## src/rtl/fp_multiplier.sv

```systemverilog
// IEEE-754 single-precision multiplier: sequential radix-2 shift-add core with
// one-edge special-case bypass, round-to-nearest-even, and flush-to-zero.
module fp_multiplier #(
  parameter int width = 32
) (
  input  logic             clk,
  input  logic             rst,
  input  logic             start,
  input  logic [width-1:0] op_a,
  input  logic [width-1:0] op_b,
  output logic             busy,
  output logic             valid,
  output logic [width-1:0] product
);

  typedef enum logic [2:0] {
    IDLE      = 3'd0,
    UNPACK    = 3'd1,
    MULTIPLY  = 3'd2,
    NORMALIZE = 3'd3,
    ROUND     = 3'd4
  } state_t;

  state_t             state_q;
  logic [31:0]        a_q, b_q;
  logic [23:0]        ma_q, mb_q;
  logic               sign_q;
  logic signed [9:0]  exp_q;
  logic [47:0]        acc_q;
  logic [4:0]         cnt_q;
  logic [22:0]        mant_q;
  logic               guard_q, sticky_q;
  logic               busy_q, valid_q;
  logic [31:0]        product_q;

  logic               special_hit_d;
  logic [31:0]        special_product_d;
  logic [47:0]        partial_d;
  logic [22:0]        norm_mant_d;
  logic               norm_guard_d, norm_sticky_d;
  logic signed [9:0]  norm_exp_d;
  logic               round_inc_d;
  logic [23:0]        round_sum_d;
  logic signed [9:0]  round_exp_d;
  logic [31:0]        round_product_d;

  // Exponent 0 covers both zero and subnormal, which are flushed to signed zero.
  function automatic logic is_zero(input logic [31:0] x);
    return (x[30:23] == 8'h00);
  endfunction

  function automatic logic is_inf(input logic [31:0] x);
    return (x[30:23] == 8'hFF) && (x[22:0] == 23'h0);
  endfunction

  function automatic logic is_nan(input logic [31:0] x);
    return (x[30:23] == 8'hFF) && (x[22:0] != 23'h0);
  endfunction

  // Special-operand decode, evaluated on the live inputs while idle
  always_comb begin
    special_hit_d = is_zero(op_a) | is_zero(op_b) | (op_a[30:23] == 8'hFF) | (op_b[30:23] == 8'hFF);
    if (is_nan(op_a) || is_nan(op_b) || (is_inf(op_a) && is_zero(op_b)) || (is_inf(op_b) && is_zero(op_a))) begin
      special_product_d = 32'h7FC0_0000;
    end else if (is_inf(op_a) || is_inf(op_b)) begin
      special_product_d = {op_a[31] ^ op_b[31], 8'hFF, 23'h0};
    end else if (is_zero(op_a) || is_zero(op_b)) begin
      special_product_d = {op_a[31] ^ op_b[31], 31'h0};
    end else begin
      special_product_d = 32'h0;
    end
  end

  // Partial product for the current multiplier bit
  always_comb begin
    if (mb_q[cnt_q]) begin
      partial_d = {24'd0, ma_q} << cnt_q;
    end else begin
      partial_d = 48'd0;
    end
  end

  // Normalization selects the 23 bits below the leading one of the 48-bit product
  always_comb begin
    if (acc_q[47]) begin
      norm_mant_d   = acc_q[46:24];
      norm_guard_d  = acc_q[23];
      norm_sticky_d = |acc_q[22:0];
      norm_exp_d    = exp_q + 10'sd1;
    end else begin
      norm_mant_d   = acc_q[45:23];
      norm_guard_d  = acc_q[22];
      norm_sticky_d = |acc_q[21:0];
      norm_exp_d    = exp_q;
    end
  end

  // Round to nearest even; a mantissa carry-out leaves round_sum_d[22:0] at zero
  always_comb begin
    round_inc_d = guard_q & (sticky_q | mant_q[0]);
    round_sum_d = {1'b0, mant_q} + {23'd0, round_inc_d};
    round_exp_d = exp_q + $signed({9'd0, round_sum_d[23]});
    if (round_exp_d >= 10'sd255) begin
      round_product_d = {sign_q, 8'hFF, 23'h0};
    end else if (round_exp_d <= 10'sd0) begin
      round_product_d = {sign_q, 31'h0};
    end else begin
      round_product_d = {sign_q, round_exp_d[7:0], round_sum_d[22:0]};
    end
  end

  // Control FSM and datapath registers
  always_ff @(posedge clk or posedge rst) begin
    if (rst) begin
      state_q   <= IDLE;
      a_q       <= 32'd0;
      b_q       <= 32'd0;
      ma_q      <= 24'd0;
      mb_q      <= 24'd0;
      sign_q    <= 1'b0;
      exp_q     <= 10'sd0;
      acc_q     <= 48'd0;
      cnt_q     <= 5'd0;
      mant_q    <= 23'd0;
      guard_q   <= 1'b0;
      sticky_q  <= 1'b0;
      busy_q    <= 1'b0;
      valid_q   <= 1'b0;
      product_q <= 32'd0;
    end else begin
      valid_q <= 1'b0;
      case (state_q)
        IDLE: begin
          if (start) begin
            if (special_hit_d) begin
              product_q <= special_product_d;
              valid_q   <= 1'b1;
            end else begin
              a_q     <= op_a;
              b_q     <= op_b;
              busy_q  <= 1'b1;
              state_q <= UNPACK;
            end
          end
        end
        UNPACK: begin
          ma_q    <= {1'b1, a_q[22:0]};
          mb_q    <= {1'b1, b_q[22:0]};
          sign_q  <= a_q[31] ^ b_q[31];
          exp_q   <= $signed({2'b00, a_q[30:23]}) + $signed({2'b00, b_q[30:23]}) - 10'sd127;
          acc_q   <= 48'd0;
          cnt_q   <= 5'd0;
          state_q <= MULTIPLY;
        end
        MULTIPLY: begin
          acc_q <= acc_q + partial_d;
          if (cnt_q == 5'd23) begin
            cnt_q   <= 5'd0;
            state_q <= NORMALIZE;
          end else begin
            cnt_q <= cnt_q + 5'd1;
          end
        end
        NORMALIZE: begin
          mant_q   <= norm_mant_d;
          guard_q  <= norm_guard_d;
          sticky_q <= norm_sticky_d;
          exp_q    <= norm_exp_d;
          state_q  <= ROUND;
        end
        ROUND: begin
          product_q <= round_product_d;
          valid_q   <= 1'b1;
          busy_q    <= 1'b0;
          state_q   <= IDLE;
        end
        default: begin
          busy_q  <= 1'b0;
          state_q <= IDLE;
        end
      endcase
    end
  end

  assign busy    = busy_q;
  assign valid   = valid_q;
  assign product = product_q;

endmodule

```

## config.mk

```make
export PLATFORM = sky130hd
export DESIGN_NAME = fp_multiplier
export DESIGN_NICKNAME = d
export VERILOG_FILES = /design/src/rtl/fp_multiplier.sv
export SDC_FILE = /design/constraint.sdc
export NUM_CORES = 1
export LEC_CHECK = 0
export BUFFER_PORTS_ARGS = -buffer_cell sky130_fd_sc_hd__buf_4
export CAP_MARGIN = 20
export CORE_UTILIZATION = 45
export DETAILED_ROUTE_END_ITERATION = 8
export HOLD_SLACK_MARGIN = 0.1
export PLACE_DENSITY = 0.63
export SKIP_CTS_REPAIR_TIMING = 1
export SLEW_MARGIN = 5
export SYNTH_ARGS = -nofsm -noshare
export SYNTH_HDL_FRONTEND = slang
export SYNTH_SLANG_ARGS = --single-unit
```

## constraint.sdc

```tcl
create_clock -name clk -period 6.15 [get_ports clk]
set_input_delay 0.3075 -clock clk [delete_from_list [all_inputs] [get_ports clk]]
set_output_delay 0.3075 -clock clk [all_outputs]
set_load 0.1 [all_outputs]
```

==> key figures, run 1 <==
Status
  • Outcome: complete, no violations

Floorplanning
  • # rows: 66
  • Die X: 185 um
  • Initial cell density of the core: 0.460
  • Die area: 0.0342 sq mm
  • Core footprint: 0.0328 sq mm
  • Die Y: 185 um
  • # IOs: 101

Timing
  • Tcrit/Tclk final: 0.779
  • TNS Setup: 0 ns
  • Final hold vios: 0
  • Clock skew: 0.0138 ns
  • Fmax: 209 MHz
  • Slew Limit Headroom: 0.357
  • Final setup fails: 0
  • RSZ-0062 raised after global routing: no
  • Worst-margin pin slew: 0.964 ns
  • Tmin final: 4.79 ns
  • Count of pins over their slew limit: 0

Clock network
  • Root buffer cell: clkbuf_16
  • Clock Path Buffers: 3
  • Clock Pin Slew Worst Setup and Hold Paths: 0.06 ns
  • H-tree level count: 1
  • TritonCTS clock tree: yes
  • Total clock sinks: 237
  • Total CTS buffers: 27
  • Clock Latency Late Sink: 0.54 ns

Critical path
  • Crit. End Element: flip-flop
  • WP data required: 6.55 ns
  • CP Max Fanout: 18
  • Largest delay share family, worst path: compound AO/OA/AOI/OAI gates
  • Critical Path AT: 5.19 ns
  • Crit-path max cell delay: 0.58 ns
  • Worst Path Buf+Inv: 0
  • Reg2reg setup slack: 1.36 ns
  • CP startpoint kind: flip-flop
  • Crit path kind: reg -> reg
  • Worst Setup SP: cnt_q[1]$_DFFE_PP0P_
  • Levels on crit path: 14
  • Setup crit end: acc_q[40]$_DFFE_PP0P_
  • Critical-path top delay cell: and2_1
  • Worst R2R End: acc_q[40]$_DFFE_PP0P_
  • FF-to-FF Start: cnt_q[1]$_DFFE_PP0P_
  • Worst-path cell chain: mux4_2, mux4_2, nand2_2, and2_1, a211oi_1, ha_1, and4_1, nor2b_1, a222oi_1, o21ai_1, o31ai_2, o21ba_1, xor2_1, o21ai_1
  • Reg2Reg Depth: 14

Run
  • Number of max-cap violations: 0

Global routing
  • Vias in the first global route: 12000
  • M3 GR Usage: 0.0238
  • Largest net degree at the start of global routing: 80
  • Global routing usage on met2: 0.358
  • Total congestion overflow: 0
  • Total GRT Usage: 0.221
  • GRT busiest layer: met2
  • Met1 Usage GRT: 0.315
  • First-pass GRT wire length: 61500 um
  • Antenna violations before repair: 1

Drt
  • Via count: 12700
  • Vias per cell: 5.60
  • Drt first pass iters: 5
  • Initial drt markers: 709
  • DRC viols: 0
  • Avg WL per Cell: 16.7 um
  • Routed wire length: 38000 um
  • ANT nets after route: 0

Placed design
  • IO buf count: 100
  • RD Place Congestion: 0.901
  • Placed insts: 2155
  • Dpl hpwl: 27200 um

Synthesis
  • Sequential share of the synthesized area: 0.393
  • Number of synthesized flops with an enable pin: 0
  • Synth Flop Type: dfrtp_1
  • Ys Warns: 0
  • Post-Synthesis Cells: 1696
  • Post-synthesis net count: 1834
  • Synth async-reset ratio: 1.00
  • Yosys cell types: 78
  • Cell Area, Synth: 0.0151 sq mm
  • Avg Cell Area, Syn: 8.89 sq um
  • Synth Register Bits: 237

Finish
  • Util after Layout: 0.540
  • Share of post-route cells with drive strength above 1: 0.152
  • Final nets: 1948
  • Area growth from synthesis to layout: 17.5%
  • Layout Cells excl Fill: 2272
  • Fill count: 2986

Power
  • Static Leakage: 7.68 nW
  • Total power: 8.97 mW
  • VDD IR max: 0.000327 V
  • PwrDens: 507 mW/mm^2

Hold path
  • Class of the worst hold path: in -> async
## through the flow
| step | hold WS, ns | instance area, sq um | worst slack (ns) |
|---|---|---|---|
| after floorplan | 0.433 | 15100 | 2.12 |
| after global placement | 0.448 | 16100 | 1.43 |
| after detailed placement | 0.452 | 16100 | 1.36 |
| after CTS | -0.116 | 17000 | 1.36 |
| after global routing | 0.483 | 17700 | 1.06 |
| final | 0.443 | 17700 | 1.36 |
## flip-flops by register name, indices dropped and copies added, names as in the netlist
register,count
a_q,32
acc_q,48
b_q,32
busy,1
cnt_q,5
exp_q,10
guard_q,1
ma_q,24
mant_q,23
mb_q,23
product,32
sign_q,1
state_q,3
sticky_q,1
valid,1
## placed cells by master (no fill, tap or decap), types with 8 or more instances in the layout
master,netlist,routed
and2_1,15,15
mux2_2,76,76
inv_1,38,37
nor2_1,110,107
a211oi_1,12,12
dlygate4sd3_1,0,66
nor3_1,29,28
xnor2_1,37,37
o21ai_0,114,114
o211ai_1,8,8
buf_4,6,121
nor2b_1,12,12
mux4_2,13,13
a31oi_1,15,15
dfrtp_1,237,236
nand2_1,332,332
o21a_1,10,10
a21o_1,17,17
a21oi_1,92,92
o21ai_1,35,35
o21bai_1,10,10
and3_1,9,9
o22a_1,8,8
nor4_1,21,21
clkbuf_16,0,27
mux2i_1,65,65
xor2_1,33,33
ha_1,69,69
nand3_1,36,36
nand4_1,40,40
## final cells by class
class	instances	area, sq um	area share
Timing Repair Buffer	189	1600	0.0905
Sequential cell	237	5930	0.335
Tap cell	442	553	0.0312
Clock buffer	37	763	0.0431
Inverter	40	154	0.00869
Antenna cell	1	2.50	0.000141
Clock inverter	11	169	0.00953
Multi-Input combinational cell	1315	8540	0.482
## cells in the mapped netlist (8+ instances only)
master    instances  share of area
a21o_1           17         0.0085
nand4_1          40          0.017
nor3_1           29         0.0096
a31oi_1          15         0.0062
mux2_2           76          0.057
nor2b_1          12         0.0050
xnor2_1          37          0.022
dfrtp_1         237           0.39
inv_1            38         0.0095
o21ai_1          35          0.012
xor2_1           33          0.019
a21oi_1          92          0.031
nand3_1          36          0.012
clkbuf_1         62          0.015
nor4_1           21         0.0087
o22a_1            8         0.0046
mux2i_1          65          0.043
and3_1            9         0.0037
o21bai_1         10         0.0050
and2_1           15         0.0062
o21a_1           10         0.0050
mux4_2           13          0.019
o21ai_0         114          0.038
buf_2            25         0.0083
nor2_1          110          0.027
a211oi_1         12         0.0060
ha_1             69          0.057
nand2_1         332          0.083
o211ai_1          8         0.0040
## kinds of logic (layout without fill, tap and decap cells)
logic type / count (synthesis) / count (layout) / synth area share
multiplexers: 154 / 154 / 0.119
AO/OA/AOI/OAI: 380 / 380 / 0.154
flip-flops: 237 / 237 / 0.393
buffers and inverters: 144 / 277 / 0.0415
other: 0 / 1 / 0
AND/OR/NAND/NOR: 639 / 639 / 0.190
XOR/XNOR: 71 / 71 / 0.0418
adder cells (fa/ha/maj): 71 / 71 / 0.0599
## report_power, final
part / leakage (nW) / internal (mW) / total, mW / switching, mW
Combinational: 4.21 / 1.69 / 4.65 / 2.97
Clock: 0.455 / 1.03 / 1.69 / 0.656
Sequential: 3.01 / 2.16 / 2.63 / 0.475
Total: 7.68 / 4.87 / 8.97 / 4.10
## per-layer routing
metal	routed length, um	part of all wire	vias up
met3	1540	0.041	62
met1	18100	0.48	6135
met5	0	0	-
li1	-	-	6242
met2	17400	0.46	282
met4	954	0.025	0
## worst reg2reg max path, stage by stage (launching register included)
cell	delay (ns)
dfrtp_2	0.47
mux4_2	0.52
mux4_2	0.51
nand2_2	0.19
and2_1	0.58
a211oi_1	0.16
ha_1	0.44
and4_1	0.29
nor2b_1	0.17
a222oi_1	0.35
o21ai_1	0.18
o31ai_2	0.38
o21ba_1	0.20
xor2_1	0.14
o21ai_1	0.07
## how the worst min path moves through the flow
stage,startpoint,endpoint,slack (ns)
finish,rst,product[28]$_DFFE_PP0P_,0.44
global route,rst,product[30]$_DFFE_PP0P_,0.48
CTS,rst,product[30]$_DFFE_PP0P_,-0.12
detailed placement,b_q[8]$_DFFE_PP0P_,mb_q[8]$_DFFE_PP0P_,0.45
global placement,b_q[20]$_DFFE_PP0P_,mb_q[20]$_DFFE_PP0P_,0.45
floorplan,a_q[0]$_DFFE_PP0P_,ma_q[0]$_DFFE_PP0P_,0.43
No activity file was read; power rests on OpenSTA's default activity.
==> run 2: changes to the inputs <==
clock period = 4 ns   (was 6.15 ns; I/O delays follow)
==> run 2 against run 1 <==
The flow now finishes with violations (negative setup slack). Setup slack worse by 1.5 ns. Global-route usage up 0.74 points. Critical path type unchanged. Critical path depth up 3. Final cell count up 8.0%. Core utilization up 6.8 points. Sequential power up 55%. Design area up 13%.
==> key figures, run 2 (synthesis results as in run 1) <==
Status
  • Outcome: complete, but fails checks
  • Failing checks: negative setup slack

Critical path
  • Crit path kind: reg -> reg
  • Setup crit end: acc_q[40]$_DFFE_PP0P_
  • WP data required: 4.43 ns (-2.12 ns)
  • Levels on crit path: 17 (+3)
  • Worst Setup SP: cnt_q[1]$_DFFE_PP0P_
  • CP startpoint kind: flip-flop
  • Largest delay share family, worst path: multiplexers
  • Critical-path top delay cell: mux4_2
  • Crit-path max cell delay: 0.53 ns (-0.05 ns)
  • Critical Path AT: 4.58 ns (-0.61 ns)
  • Crit. End Element: flip-flop
  • Worst-path cell chain: mux4_2, mux4_2, nand2_2, and2_4, buf_12, nor2_4, ha_4, nand4_1, nor2b_4, buf_6, nand4_1, o31ai_4, buf_4, o31ai_4, o21ba_1, xor2_1, o21ai_1
  • Worst Path Buf+Inv: 3 (+3)
  • Reg2reg setup slack: -0.14 ns (-1.50 ns)
  • CP Max Fanout: 7 (-11)
  • FF-to-FF Start: cnt_q[1]$_DFFE_PP0P_
  • Worst R2R End: acc_q[40]$_DFFE_PP0P_
  • Reg2Reg Depth: 17 (+3)

Timing
  • Final setup fails: 17 (+17)
  • Worst-margin pin slew: 0.831 ns (-0.133 ns)
  • Tmin final: 4.14 ns (-0.645 ns)
  • TNS Setup: -0.895 ns (-0.895 ns)
  • Fmax: 241 MHz (+16%)
  • Final hold vios: 0 (unchanged)
  • Slew Limit Headroom: 0.446 (+0.0886)
  • Tcrit/Tclk final: 1.04 (+0.257)
  • RSZ-0062 raised after global routing: yes
  • Clock skew: 0.0210 ns (+0.00715 ns)
  • Final worst setup slack: -0.145 ns (-1.50 ns)
  • Count of pins over their slew limit: 0 (unchanged)

Placed design
  • Placed insts: 2309 (+7.1%)
  • Post-placement setup slack: -0.283 ns (-1.64 ns)
  • IO buf count: 100 (unchanged)
  • Dpl hpwl: 28600 um (+5.2%)
  • RD Place Congestion: 0.914 (+1.4%)

Global routing
  • Largest net degree at the start of global routing: 133 (+66%)
  • Antenna violations before repair: 0 (-1)
  • Total congestion overflow: 0 (unchanged)
  • Total GRT Usage: 0.229 (+0.00739)
  • Vias in the first global route: 12600 (+5.3%)
  • First-pass GRT wire length: 63500 um (+3.3%)

Floorplanning
  • Die Y: 185 um (unchanged)
  • Core footprint: 0.0328 sq mm (unchanged)
  • # IOs: 101 (unchanged)
  • Initial cell density of the core: 0.460 (unchanged)
  • # rows: 66 (unchanged)
  • Die area: 0.0342 sq mm (unchanged)
  • Die X: 185 um (unchanged)

Clock network
  • Root buffer cell: clkbuf_16
  • Total clock sinks: 237 (unchanged)
  • Clock Latency Late Sink: 0.56 ns (+0.02 ns)
  • TritonCTS clock tree: yes
  • Clock Path Buffers: 3 (unchanged)
  • Clock Pin Slew Worst Setup and Hold Paths: 0.06 ns (about the same)
  • H-tree level count: 1 (unchanged)
  • Total CTS buffers: 27 (unchanged)

Drt
  • Vias per cell: 5.49 (-1.9%)
  • ANT nets after route: 0 (unchanged)
  • Initial drt markers: 774 (+9.2%)
  • Avg WL per Cell: 16.8 um (+0.64%)
  • DRC viols: 0 (unchanged)
  • Drt first pass iters: 5 (unchanged)
  • Routed wire length: 41300 um (+8.7%)
  • Via count: 13500 (+6.0%)

Finish
  • Fill count: 2794 (-6.4%)
  • Final nets: 2132 (+9.4%)
  • Util after Layout: 0.609 (+0.0682)
  • Antenna fix cells: 0 (-1)
  • Layout Cells excl Fill: 2454 (+8.0%)
  • Commonest non-fill, non-tap cell in the layout: nand2_1
  • Register area: 0.00593 sq mm (unchanged)
  • Area growth from synthesis to layout: 32.4%
  • Area of the multi-input gates: 0.00932 sq mm (+9.2%)
  • Biggest register: acc_q
  • Most frequent cells in the layout: 325 x nand2_1, 284 x buf_4, 236 x dfrtp_1
  • Largest register FFs: 48 (unchanged)
  • Share of post-route cells with drive strength above 1: 0.291 (+0.139)

Power
  • Clock power share: 0.152 (-0.036)
  • PwrDens: 799 mW/mm^2 (+58%)
  • Net Sw Power: 7.06 mW (+72%)
  • VDD IR max: 0.000552 V (+69%)
  • Combinational power share: 0.592 (+0.073)
  • Net Sw Frac: 0.443 (-0.0141)
  • Total power: 15.9 mW (+78%)
  • Sequential power share: 0.256 (-0.037)
  • Internal power: 8.88 mW (+82%)
  • Static Leakage: 8.68 nW (+13%)

Run
  • Number of max-cap violations: 0 (unchanged)

Hold path
  • Class of the worst hold path: in -> async
==> run 2: worst min path at each step <==
stage / to / from / depth (start not counted) / slack [ns]
after floorplan: b_q[13]$_DFFE_PP0P_ / op_b[13] / 1 / 0.35
after global placement: a_q[13]$_DFFE_PP0P_ / op_a[13] / 2 / 0.44
after detailed placement: b_q[4]$_DFFE_PP0P_ / op_b[4] / 2 / 0.45
after CTS: exp_q[9]$_DFFE_PP0P_ / rst / 3 / -0.14
after global routing: exp_q[9]$_DFFE_PP0P_ / rst / 4 / 0.40
final: exp_q[7]$_DFFE_PP0P_ / rst / 4 / 0.35
==> run 2: cell type report <==
class                   count  share of cell area
multi-input cells        1316               0.467
flip-flops and latches    237               0.297
repair buffers            372               0.157
clock buffers              37              0.0367
well taps                 442              0.0277
inverters                  40             0.00790
clock inverters            10             0.00577
==> run 2: metal layers <==
layer	routed length, um	GRT usage	vias to the layer above	share of wire
met5	0	0	-	0
met4	919	0.0618	0	0.022
met3	1560	0.0254	57	0.038
met2	19600	0.369	285	0.47
met1	19200	0.325	6526	0.47
li1	-	-	6613	-
==> run 2: power groups by stage <==
stage / sequential, mW / combinational (mW) / clock, mW
global placement: 4.04 / 8.09 / 0
finish: 4.08 / 9.44 / 2.42
detailed placement: 4.08 / 8.18 / 0
CTS: 4.04 / 8.24 / 2.47
floorplan: 4.87 / 4.64 / 0
global route: 4.21 / 10.2 / 2.55
==> run 2: per-stage QoR <==
stage | area (sq um) | hold slack, ns
2_1_floorplan | 15100 | 0.351
3_3_place_gp | 17300 | 0.443
3_5_place_dp | 17300 | 0.448
4_1_cts | 18100 | -0.143
5_1_grt | 20000 | 0.399
6_report | 20000 | 0.349
==> run 2: worst reg2reg max path, delay by kind of cell, from the launching register on <==
kind	cells	cell delay [ns]
compound gates	4	0.69
xor+xnor	1	0.13
fa+ha+maj	1	0.29
buf+inv	3	0.46
flops	1	0.49
mux	2	1.05
simple gates	6	0.90
